<file path="config.mk">
export PLATFORM = sky130hd
export DESIGN_NAME = efpga_cfg_loader
export DESIGN_NICKNAME = d
export VERILOG_FILES = /design/src/rtl/efpga_cfg_pkg.sv /design/src/rtl/efpga_cfg_shifter.sv /design/src/rtl/efpga_cfg_loader.sv
export SDC_FILE = /design/constraint.sdc
export NUM_CORES = 1
export LEC_CHECK = 0
export CELL_PAD_IN_SITES_DETAIL_PLACEMENT = 0
export CELL_PAD_IN_SITES_GLOBAL_PLACEMENT = 2
export CORE_ASPECT_RATIO = 0.75
export CORE_MARGIN = 2
export CORE_UTILIZATION = 34
export CTS_BUF_LIST = sky130_fd_sc_hd__clkbuf_8
export CTS_CLUSTER_DIAMETER = 120
export DETAILED_ROUTE_END_ITERATION = 8
export PLACE_DENSITY = 0.9
export SLEW_MARGIN = 25
export SYNTH_ARGS = -nofsm -noshare
export SYNTH_HDL_FRONTEND = slang
export SYNTH_SLANG_ARGS = --single-unit
</file>
<file path="constraint.sdc">
create_clock -name clk_i -period 3 [get_ports clk_i]
set_clock_uncertainty 0.2 [all_clocks]
set_input_delay 0.6 -clock clk_i [delete_from_list [all_inputs] [get_ports clk_i]]
set_output_delay 0.6 -clock clk_i [all_outputs]
set_load 0.01 [all_outputs]
</file>
<file path="src/rtl/efpga_cfg_pkg.sv">
// Shared state encoding and parameter defaults for the eFPGA config loader.
// Latency: none (declarations only).
// Backpressure: none (declarations only).
package efpga_cfg_pkg;

  localparam int PRESET_CYC_DEF = 16;
  localparam int LEN_W_DEF      = 24;
  localparam int WORD_W         = 32;
  localparam int IDX_W          = $clog2(WORD_W);

  typedef enum logic [2:0] {
    ST_IDLE,
    ST_PRESET,
    ST_WAIT_WORD,
    ST_SHIFT,
    ST_DONE
  } state_t;

endpackage

</file>
<file path="src/rtl/efpga_cfg_shifter.sv">
// Serializer: holds one bitstream word, emits it LSB first, captures chain tail bits.
// Latency: head bit valid the cycle after load; one bit per shift cycle.
// Backpressure: none; load and shift are strobes owned by the controlling FSM.
module efpga_cfg_shifter
  import efpga_cfg_pkg::*;
(
  input  logic              clk_i,
  input  logic              rst_ni,
  input  logic              load,
  input  logic [WORD_W-1:0] word,
  input  logic              shift,
  input  logic              tail_bit,
  output logic              head_bit,
  output logic              last_bit,
  output logic [WORD_W-1:0] tail_word
);

  logic [WORD_W-1:0] sreg;
  logic [IDX_W-1:0]  bidx;

  // Word register and bit index; a new word restarts the index at bit 0.
  always_ff @(posedge clk_i or negedge rst_ni) begin
    if (!rst_ni) begin
      sreg <= '0;
      bidx <= '0;
    end else if (load) begin
      sreg <= word;
      bidx <= '0;
    end else if (shift) begin
      sreg <= {1'b0, sreg[WORD_W-1:1]};
      bidx <= bidx + IDX_W'(1);
    end
  end

  // Tail capture: newest bit enters at bit 0, value holds whenever not shifting.
  always_ff @(posedge clk_i or negedge rst_ni) begin
    if (!rst_ni) begin
      tail_word <= '0;
    end else if (shift) begin
      tail_word <= {tail_word[WORD_W-2:0], tail_bit};
    end
  end

  assign head_bit = sreg[0];
  assign last_bit = (bidx == IDX_W'(WORD_W - 1));

endmodule

</file>
<file path="src/rtl/efpga_cfg_loader.sv">
// Loads an eFPGA configuration chain: preset pulse, then streams words LSB first into ccff_head.
// Latency: PRESET_CYC + (1 per word) + chain_len + 1 cycles from start to done pulse.
// Backpressure: word_ready only in WAIT_WORD; a late word simply stretches that state.
module efpga_cfg_loader
  import efpga_cfg_pkg::*;
#(
  parameter int PRESET_CYC = PRESET_CYC_DEF,
  parameter int LEN_W      = LEN_W_DEF
) (
  input  logic             clk_i,
  input  logic             rst_ni,
  input  logic             start_i,
  input  logic             abort_i,
  input  logic [LEN_W-1:0] chain_len_i,
  input  logic             word_valid_i,
  input  logic [31:0]      word_data_i,
  output logic             word_ready_o,
  output logic             ccff_head_o,
  output logic             prog_clk_en_o,
  output logic             preset_o,
  input  logic             ccff_tail_i,
  output logic [31:0]      tail_word_o,
  output logic             busy_o,
  output logic             done_o,
  output logic             err_o
);

  localparam int PW = (PRESET_CYC > 1) ? $clog2(PRESET_CYC) : 1;

  state_t           state;
  logic [LEN_W-1:0] bit_cnt;
  logic [PW-1:0]    pre_cnt;
  logic             word_ready_q;
  logic             prog_clk_en_q;
  logic             preset_q;
  logic             busy_q;
  logic             done_q;
  logic             err_q;
  logic             word_fire;
  logic             last_in_word;
  logic             head_bit;
  logic             word_end;

  assign word_fire = word_ready_q & word_valid_i;
  // A word ends at its 32nd bit or earlier when the chain runs out.
  assign word_end  = last_in_word | (bit_cnt == LEN_W'(1));

  // Control FSM; every output flop is written with the value for the state being entered.
  always_ff @(posedge clk_i or negedge rst_ni) begin
    if (!rst_ni) begin
      state         <= ST_IDLE;
      bit_cnt       <= '0;
      pre_cnt       <= '0;
      word_ready_q  <= 1'b0;
      prog_clk_en_q <= 1'b0;
      preset_q      <= 1'b0;
      busy_q        <= 1'b0;
      done_q        <= 1'b0;
      err_q         <= 1'b0;
    end else begin
      done_q <= 1'b0;
      if (abort_i && busy_q) begin
        state         <= ST_IDLE;
        err_q         <= 1'b1;
        word_ready_q  <= 1'b0;
        prog_clk_en_q <= 1'b0;
        preset_q      <= 1'b0;
        busy_q        <= 1'b0;
      end else begin
        case (state)
          ST_IDLE: begin
            // abort alongside start drops the start
            if (start_i && !abort_i) begin
              if (chain_len_i == '0) begin
                err_q <= 1'b1;
              end else begin
                state    <= ST_PRESET;
                bit_cnt  <= chain_len_i;
                pre_cnt  <= PW'(PRESET_CYC - 1);
                err_q    <= 1'b0;
                preset_q <= 1'b1;
                busy_q   <= 1'b1;
              end
            end
          end
          ST_PRESET: begin
            if (pre_cnt == '0) begin
              state        <= ST_WAIT_WORD;
              preset_q     <= 1'b0;
              word_ready_q <= 1'b1;
            end else begin
              pre_cnt <= pre_cnt - PW'(1);
            end
          end
          ST_WAIT_WORD: begin
            if (word_fire) begin
              state         <= ST_SHIFT;
              word_ready_q  <= 1'b0;
              prog_clk_en_q <= 1'b1;
            end
          end
          ST_SHIFT: begin
            bit_cnt <= bit_cnt - LEN_W'(1);
            if (word_end) begin
              prog_clk_en_q <= 1'b0;
              if (bit_cnt == LEN_W'(1)) begin
                state  <= ST_DONE;
                done_q <= 1'b1;
              end else begin
                state        <= ST_WAIT_WORD;
                word_ready_q <= 1'b1;
              end
            end
          end
          ST_DONE: begin
            state  <= ST_IDLE;
            busy_q <= 1'b0;
          end
          default: begin
            state         <= ST_IDLE;
            word_ready_q  <= 1'b0;
            prog_clk_en_q <= 1'b0;
            preset_q      <= 1'b0;
            busy_q        <= 1'b0;
          end
        endcase
      end
    end
  end

  efpga_cfg_shifter u_shifter (
    .clk_i     (clk_i),
    .rst_ni    (rst_ni),
    .load      (word_fire),
    .word      (word_data_i),
    .shift     (prog_clk_en_q),
    .tail_bit  (ccff_tail_i),
    .head_bit  (head_bit),
    .last_bit  (last_in_word),
    .tail_word (tail_word_o)
  );

  assign word_ready_o  = word_ready_q;
  assign prog_clk_en_o = prog_clk_en_q;
  // head is forced low outside shift cycles so stale word bits never reach the fabric
  assign ccff_head_o   = prog_clk_en_q & head_bit;
  assign preset_o      = preset_q;
  assign busy_o        = busy_q;
  assign done_o        = done_q;
  assign err_o         = err_q;

endmodule

</file>
* After elaboration in Yosys (flattened, before gate mapping)
Cells that the tools add are included. Widths: inputs -> output; s select.
Operators by class: $add $sub $neg 3, equality and inequality tests 19, multiplexer cells 44, bitwise operators 4, reduce and logical (&&, ||, !) cells 23
Operators with widths (number):
- $mux 32 | 2
- $mux 24 | 2
- $pmux 24 s2 | 1
- $eq 24x1->1 const B | 1
- $logic_not 24->1 | 1
- $sub 24x1->24 const B | 1
- $mux 1 | 21
- $mux 3 | 7
- $ne 3x3->1 const B | 5
- $reduce_and 5->1 | 3
- $mux 4 | 3
- $pmux 3 s4 | 1
- $mux 5 | 2
- $reduce_bool 2->1 | 5
- $reduce_or 3->1 | 3
- $ne 2x1->1 const B | 4
- $pmux 4 s2 | 1
- $reduce_and 4->1 | 2
- $eq 3x2->1 const B | 2
- $ne 2x2->1 const B | 3
- $pmux 1 s3 | 2
- $reduce_and 3->1 | 2
- $add 5x1->5 const B | 1
- $eq 5x5->1 const B | 1
- 15 further kinds | 17
Storage, ports and cells: flip-flop bits (word level) 106, input bits 62, output and inout port bits 39, word-level logic and storage cells 105

* Logic depth before layout (Yosys ltp)
Gate-level depths: netlist of the first run.
word-level depth 5, gate-level depth with buffers 8

* Modules after synthesis
A second synthesis of the first run with hierarchy kept.
Second synthesis, totals: cell total of the unflattened synthesis 523, area total of the unflattened synthesis 5400.2 um^2
Modules (own cells, without submodules):
- efpga_cfg_shifter | times used 1, cells an instance 229, area an instance 2936.6 um^2, seq. area each 1726.7 um^2
- efpga_cfg_loader | times used 1, cells an instance 294, area an instance 2463.6 um^2, seq. area each 925.9 um^2

* Least setup slack after synthesis of the first run
No wires, ideal clock.
path kind register -> register, start point register bit_cnt[0], end point register bit_cnt[22], library setup time 0.130 ns, arrival 2.027 ns, data required time 2.670 ns, setup slack 0.644 ns, stages on the path, launching flop included 9, buffers on the path 1, clock period less this slack 2.356 ns, path through dfrtp_1 inv_1 ha_1 or3b_2 or4_4 buf_6 nor3_4 o22ai_1 o2bb2ai_1
Between the ends: cells in the longest elaborated chain, start to end 2
Ends and longest elaborated chain:
- from (decl) | line efpga_cfg_loader.sv:31 | logic [LEN_W-1:0] bit_cnt;
- from (signal assigned) | line efpga_cfg_loader.sv:78 | bit_cnt <= chain_len_i;
- from (signal assigned) | line efpga_cfg_loader.sv:103 | bit_cnt <= bit_cnt - LEN_W'(1);
- $sub 24x1->24 | line efpga_cfg_loader.sv:103
- $pmux 24 s2 | line efpga_cfg_loader.sv:70 | case (state)
Every way passes these cells. A chain may end at the register's enable or synchronous reset.

* Final worst setup path of the first run
Same ends and word-level chain as after synthesis.

==> flow_metrics.env, run 1 <==
export IMPL_outcome="finished, final reports clean"
export IMPL_layout_drive_gt1_share=0.129
export IMPL_seq_area_frac_synth=0.505
export IMPL_wl_per_cell_um=16.0
export IMPL_dieArea_um2=16500
export IMPL_die_h_um=112
export IMPL_slew_viol_final=0
export IMPL_synth_area_um2=5250
export IMPL_post_route_util=0.446
export IMPL_drv_cap=0
export IMPL_hold_class="in2async"
export IMPL_finalHoldViolations=0
export IMPL_antenna_found_initial=0
export IMPL_start_kind="flip-flop"
export IMPL_regArea_um2=2660
export IMPL_drt_iter0_markers=308
export IMPL_cts_buffers=9
export IMPL_route_detailed_drc=0
export IMPL_cts_tree="yes"
export IMPL_worstPathRequired_ns=3.08
export IMPL_clk_latency_ns=0.39
export IMPL_overflow=0
export IMPL_top_level_ports=101
export IMPL_yosysUniqueCellTypes=55
export IMPL_clk_pin_slew_ns=0.11
export IMPL_layout_common_cells="dfrtp_1 (105), clkdlybuf4s50_1 (99), nand2_1 (49)"
export IMPL_critical_path_class="reg2reg"
export IMPL_fmax_mhz=398
export IMPL_n_antenna_cell=0
export IMPL_grt_pass1_vias=4312
export IMPL_setup_viol=0
export IMPL_cp_max_fo=6
export IMPL_rr_worst_depth=7
export IMPL_num_vias=4288
export IMPL_gp_congestion=0.856
export IMPL_core_area_um2=15200
export IMPL_tightest_slew_ns=0.685
export IMPL_power_density_nw_per_um2=822
export IMPL_slowest_stage="or4_4"
export IMPL_rsz0062_at_grt="false"
export IMPL_critPathCaptureType="flip-flop"
export IMPL_die_w_um=148
export IMPL_cts_htree_levels=3
export IMPL_clockBufferDepth=2
export IMPL_cts_resized=0
export IMPL_postCtsHoldBufs=0
export IMPL_clkSinkCount=106
export IMPL_area_growth_pct=28.9
export IMPL_layout_commonest_cell="dfrtp_1"
export IMPL_drtAntennaViolNets=0
export IMPL_worst_ir_drop_vdd_mv=0.278
export IMPL_grtUsageTotal=0.164
export IMPL_power_leakage_nw=2.69
export IMPL_slowest_delay_ns=0.54
export IMPL_grt_max_degree=69
export IMPL_synth_edf_count=0
export IMPL_nFillCells=1421
export IMPL_syn_mean_instance_area_um2=10.4
export IMPL_ys_seq_elements=106
export IMPL_synth_nets=571
export IMPL_portBuffers=100
export IMPL_relSlewSlack=0.539
export IMPL_crit_chain="inv_1 > ha_1 > or3b_2 > or4_4 > nor3_4 > o22ai_1 > o2bb2ai_1"
export IMPL_first_pass_iters=5
export IMPL_root_buffer="clkbuf_8"
export IMPL_num_nets_final=666
export IMPL_synthFlopType="dfrtp_1"
export IMPL_yosysWarnings=0
export IMPL_hpwl_mm=9.21
export IMPL_grt_pass1_wl_mm=21.9
export IMPL_postCtsSetupBuffers=0
export IMPL_wl_mm=12.9
export IMPL_rows=39
export IMPL_worstPathArrival_ns=2.59
export IMPL_post_route_period_util=0.837
export IMPL_period_needed_ns=2.51
export IMPL_multi_input_area_um2=2430
export IMPL_fin_setup_tns_ns=0
export IMPL_async_flop_share=1.00
export IMPL_start_util=0.346
export IMPL_vias_per_cell=5.30
export IMPL_syn_instance_count=504
[worst paths after layout]
kind	startpoint	endpoint	slack [ns]
setup / recovery	bit_cnt[0]	bit_cnt[22]	0.49
hold / removal	rst_ni	bit_cnt[16]	0.05
setup reg to reg	bit_cnt[0]	bit_cnt[22]	0.49
hold reg to reg	bit_cnt[20]	bit_cnt[20]	0.33
max in group asynchronous	rst_ni	u_shifter.tail_word[25]	1.79
min in group clk_i	bit_cnt[20]	bit_cnt[20]	0.33
[synth_stat cells (all sizes together) (3+ instances only)]
library cell    n  area, um2
a22oi           9       67.6
nor4           17        119
nand3           3       15.0
o21ai          49        245
nor3b           3       22.5
buf             5       27.5
o2bb2ai        16        140
inv             9       33.8
mux2i          33        330
nand2          49        184
or4             6       56.3
a21oi          22        110
o22a            5       43.8
nor3           14       81.3
ha              5       62.6
mux2           33        372
o22ai          12       75.1
dfrtp         106       2650
nand2b          3       18.8
a41oi           4       35.0
nor2           30        129
clkbuf         29        109
nand4           3       18.8
and2            5       31.3
nor4b           3       26.3
[flip-flops by register name, indices dropped and copies added, names as in the netlist]
signal               cells
pre_cnt                  4
u_shifter.tail_word     32
state                    3
word_ready_o             1
preset_o                 1
u_shifter.sreg          32
bit_cnt                 24
err_o                    1
u_shifter.bidx           5
prog_clk_en_o            1
done_o                   1
busy_o                   1
[kinds of logic (layout without fill, tap and decap cells)]
family / count (synthesis) / in the layout / share of synthesized area
mux: 66 / 66 / 0.134
flops: 106 / 106 / 0.505
simple gates: 144 / 144 / 0.145
xor+xnor: 3 / 3 / 0.00500
compound gates: 137 / 137 / 0.167
buf+inv: 43 / 143 / 0.0324
fa+ha+maj: 5 / 5 / 0.0119
[final cells by class]
cell class,instances,area share
multi-input cells,355,0.359
repair buffers,118,0.173
clock inverters,7,0.0142
clock buffers,9,0.0183
well taps,205,0.0379
flip-flops and latches,106,0.392
inverters,9,0.00499
[metal layers]
metal | track usage | part of all wire
met5 | 0 | 0
met3 | 0.0344 | 0.049
met4 | 0.0506 | 0.016
met2 | 0.262 | 0.47
met1 | 0.224 | 0.47
[power breakdown]
group | internal (W) | switching (W)
clock | 0.000412 | 0.000556
sequential | 0.00194 | 0.000457
combinational | 0.00108 | 0.00112
[critical path, delay by kind of cell (launching register included)]
family	cells	cell delay (ns)
buffers and inverters	1	0.09
AO/OA/AOI/OAI	2	0.24
AND/OR/NAND/NOR	3	1.23
adder cells (fa/ha/maj)	1	0.21
flip-flops	1	0.44
[through the flow]
stage	hold WS, ns	area (um2)	cells	setup WS [ns]	power, W
2_1_floorplan	0.104	5250	504	0.644	0.00383
3_3_place_gp	0.298	6550	793	0.235	0.00455
3_5_place_dp	0.297	6550	793	0.241	0.00464
4_1_cts	0.0519	6770	809	0.489	0.00563
5_1_grt	0.0857	6770	809	0.352	0.00600
6_report	0.0482	6770	809	0.488	0.00556
Note: power is estimated with default switching activity, not from simulation.
==> run 2, diff against run 1 <==
--- a/config.mk
+++ b/config.mk
@@ -9,11 +9,11 @@
 export CELL_PAD_IN_SITES_GLOBAL_PLACEMENT = 2
 export CORE_ASPECT_RATIO = 0.75
 export CORE_MARGIN = 2
-export CORE_UTILIZATION = 34
+export CORE_UTILIZATION = 31
 export CTS_BUF_LIST = sky130_fd_sc_hd__clkbuf_8
 export CTS_CLUSTER_DIAMETER = 120
 export DETAILED_ROUTE_END_ITERATION = 8
-export PLACE_DENSITY = 0.9
+export PLACE_DENSITY = 0.87
 export SLEW_MARGIN = 25
 export SYNTH_ARGS = -nofsm -noshare
 export SYNTH_HDL_FRONTEND = slang
==> constraint.sdc (replaced) <==
create_clock -name clk_i -period 2 [get_ports clk_i]
set_clock_uncertainty 0.2 [all_clocks]
set_input_delay 0.4 -clock clk_i [delete_from_list [all_inputs] [get_ports clk_i]]
set_output_delay 0.4 -clock clk_i [all_outputs]
set_load 0.01 [all_outputs]
==> flow_metrics.env, run 2 (same netlist as run 1, synthesis figures left out) <==
export IMPL_drtAntennaViolNets=0
export IMPL_top_level_ports=101
export IMPL_fmax_mhz=417
export IMPL_worstPathRequired_ns=2.06
export IMPL_num_nets_final=770
export IMPL_cts_buffers=9
export IMPL_hold_class="in2reg"
export IMPL_hpwl_mm=10.3
export IMPL_grt_pass1_wl_mm=24.0
export IMPL_dp_cells=891
export IMPL_finalHoldViolations=0
export IMPL_critical_path_class="reg2reg"
export IMPL_min_from="chain_len_i[22]"
export IMPL_cp_max_fo=6
export IMPL_worstPathArrival_ns=2.46
export IMPL_post_route_period_util=1.20
export IMPL_root_buffer="clkbuf_8"
export IMPL_wl_per_cell_um=16.0
export IMPL_slew_viol_final=0
export IMPL_num_vias=4781
export IMPL_grtUsageTotal=0.165
export IMPL_core_area_um2=16700
export IMPL_critPathCaptureType="flip-flop"
export IMPL_outcome="finished with violations"
export IMPL_relSlewSlack=0.709
export IMPL_grt_max_degree=47
export IMPL_clockBufferDepth=2
export IMPL_dieArea_um2=18000
export IMPL_cts_htree_levels=3
export IMPL_antenna_found_initial=0
export IMPL_layout_drive_gt1_share=0.331
export IMPL_power_leakage_nw=3.37
export IMPL_nFillCells=1524
export IMPL_cts_tree="yes"
export IMPL_die_w_um=154
export IMPL_finalNonFillerCells=923
export IMPL_r2r_start="bit_cnt[8]"
export IMPL_setup_viol=18
export IMPL_violations="setup timing"
export IMPL_post_route_util=0.476
export IMPL_rr_worst_depth=5
export IMPL_timing_hold_ws_ns=0.216
export IMPL_start_kind="flip-flop"
export IMPL_area_growth_pct=51.5
export IMPL_clkSinkCount=106
export IMPL_die_h_um=117
export IMPL_grt_pass1_vias=4724
export IMPL_route_detailed_drc=0
export IMPL_rows=41
export IMPL_crit_path_start="bit_cnt[8]"
export IMPL_n_antenna_cell=0
export IMPL_period_needed_ns=2.40
export IMPL_first_pass_iters=5
export IMPL_start_util=0.314
export IMPL_drt_iter0_markers=270
export IMPL_clk_pin_slew_ns=0.11
export IMPL_tightest_slew_ns=0.436
export IMPL_drv_cap=0
export IMPL_portBuffers=100
export IMPL_power_density_nw_per_um2=1220
export IMPL_reg_top3="u_shifter.sreg (32), u_shifter.tail_word (32), bit_cnt (24)"
export IMPL_vias_per_cell=5.18
export IMPL_rsz0062_at_grt="true"
export IMPL_wl_mm=14.8
export IMPL_setup_ws_ns=-0.398
export IMPL_holdPathStages=3
export IMPL_worst_ir_drop_vdd_mv=0.393
export IMPL_clk_latency_ns=0.36
export IMPL_overflow=0
export IMPL_gp_congestion=0.867
export IMPL_layout_common_cells="dfrtp_1 (102), buf_4 (102), clkdlybuf4s50_1 (73)"
## run 2: cell count changes in the layout (fill, tap and decap cells not counted), moves of 5 or more
cell             change
dlygate4sd2_1       +22
nor4_1               -9
nor4_4               +5
clkdlybuf4s50_1     -26
nor3_1               -5
buf_6               +14
buf_4               +86
## run 2: power by group
group / internal, W / total (W) / switching [W]
clock network: 0.000481 / 0.00129 / 0.000805
registers: 0.00292 / 0.00345 / 0.000529
logic: 0.00257 / 0.00498 / 0.00241
## run 2: final cells by class
class / instances / area [um2] / share of cell area
multi-input combinational: 355 / 2800 / 0.352
sequential: 106 / 2660 / 0.334
timing repair buffer: 222 / 2010 / 0.253
tap: 215 / 269 / 0.0338
clock buffer: 9 / 124 / 0.0156
clock inverter: 7 / 61.3 / 0.00770
inverter: 9 / 33.8 / 0.00424
## run 2: final timing paths
path | slack, ns | end
setup / recovery | -0.40 | bit_cnt[16]
hold / removal | 0.22 | bit_cnt[22]
setup reg to reg | -0.40 | bit_cnt[16]
hold reg to reg | 0.32 | u_shifter.tail_word[31]
max in group asynchronous | 0.71 | u_shifter.tail_word[24]
min in group asynchronous | 0.30 | bit_cnt[13]
## run 2: critical path: stages, from the launching register on
cell and delay (ns):
dfrtp_1 0.40, or4_4 0.58, or4_4 0.65, nor4_4 0.19
o22ai_2 0.12, o2bb2ai_2 0.14
## run 2: timing repair
item	CTS	global route
pin swaps	16	16
endpoints found under the setup margin	37	37
cloned	0	0
gates resized for setup	52	60
hold buffers	1	0
buffers inserted	11	5
endpoints found under the hold margin	24	0
## run 2: through the flow
stage | cell area [um2] | TNS (ns) | setup WS (ns) | total power (W)
floorplan | 5290 | -2.30 | -0.284 | 0.00579
global placement | 7260 | -16.12 | -0.552 | 0.00762
detailed placement | 7260 | -16.13 | -0.544 | 0.00776
CTS | 7670 | -3.97 | -0.366 | 0.00934
global route | 7960 | -6.09 | -0.458 | 0.0104
finish | 7960 | -4.47 | -0.398 | 0.00972
## run 2: per-layer routing
metal | wire length, um | up-vias | GRT usage
li1 | - | 2262 | -
met1 | 6820 | 2396 | 0.219
met2 | 7120 | 107 | 0.274
met3 | 630 | 16 | 0.0338
met4 | 215 | 0 | 0.0512
met5 | 0 | - | 0
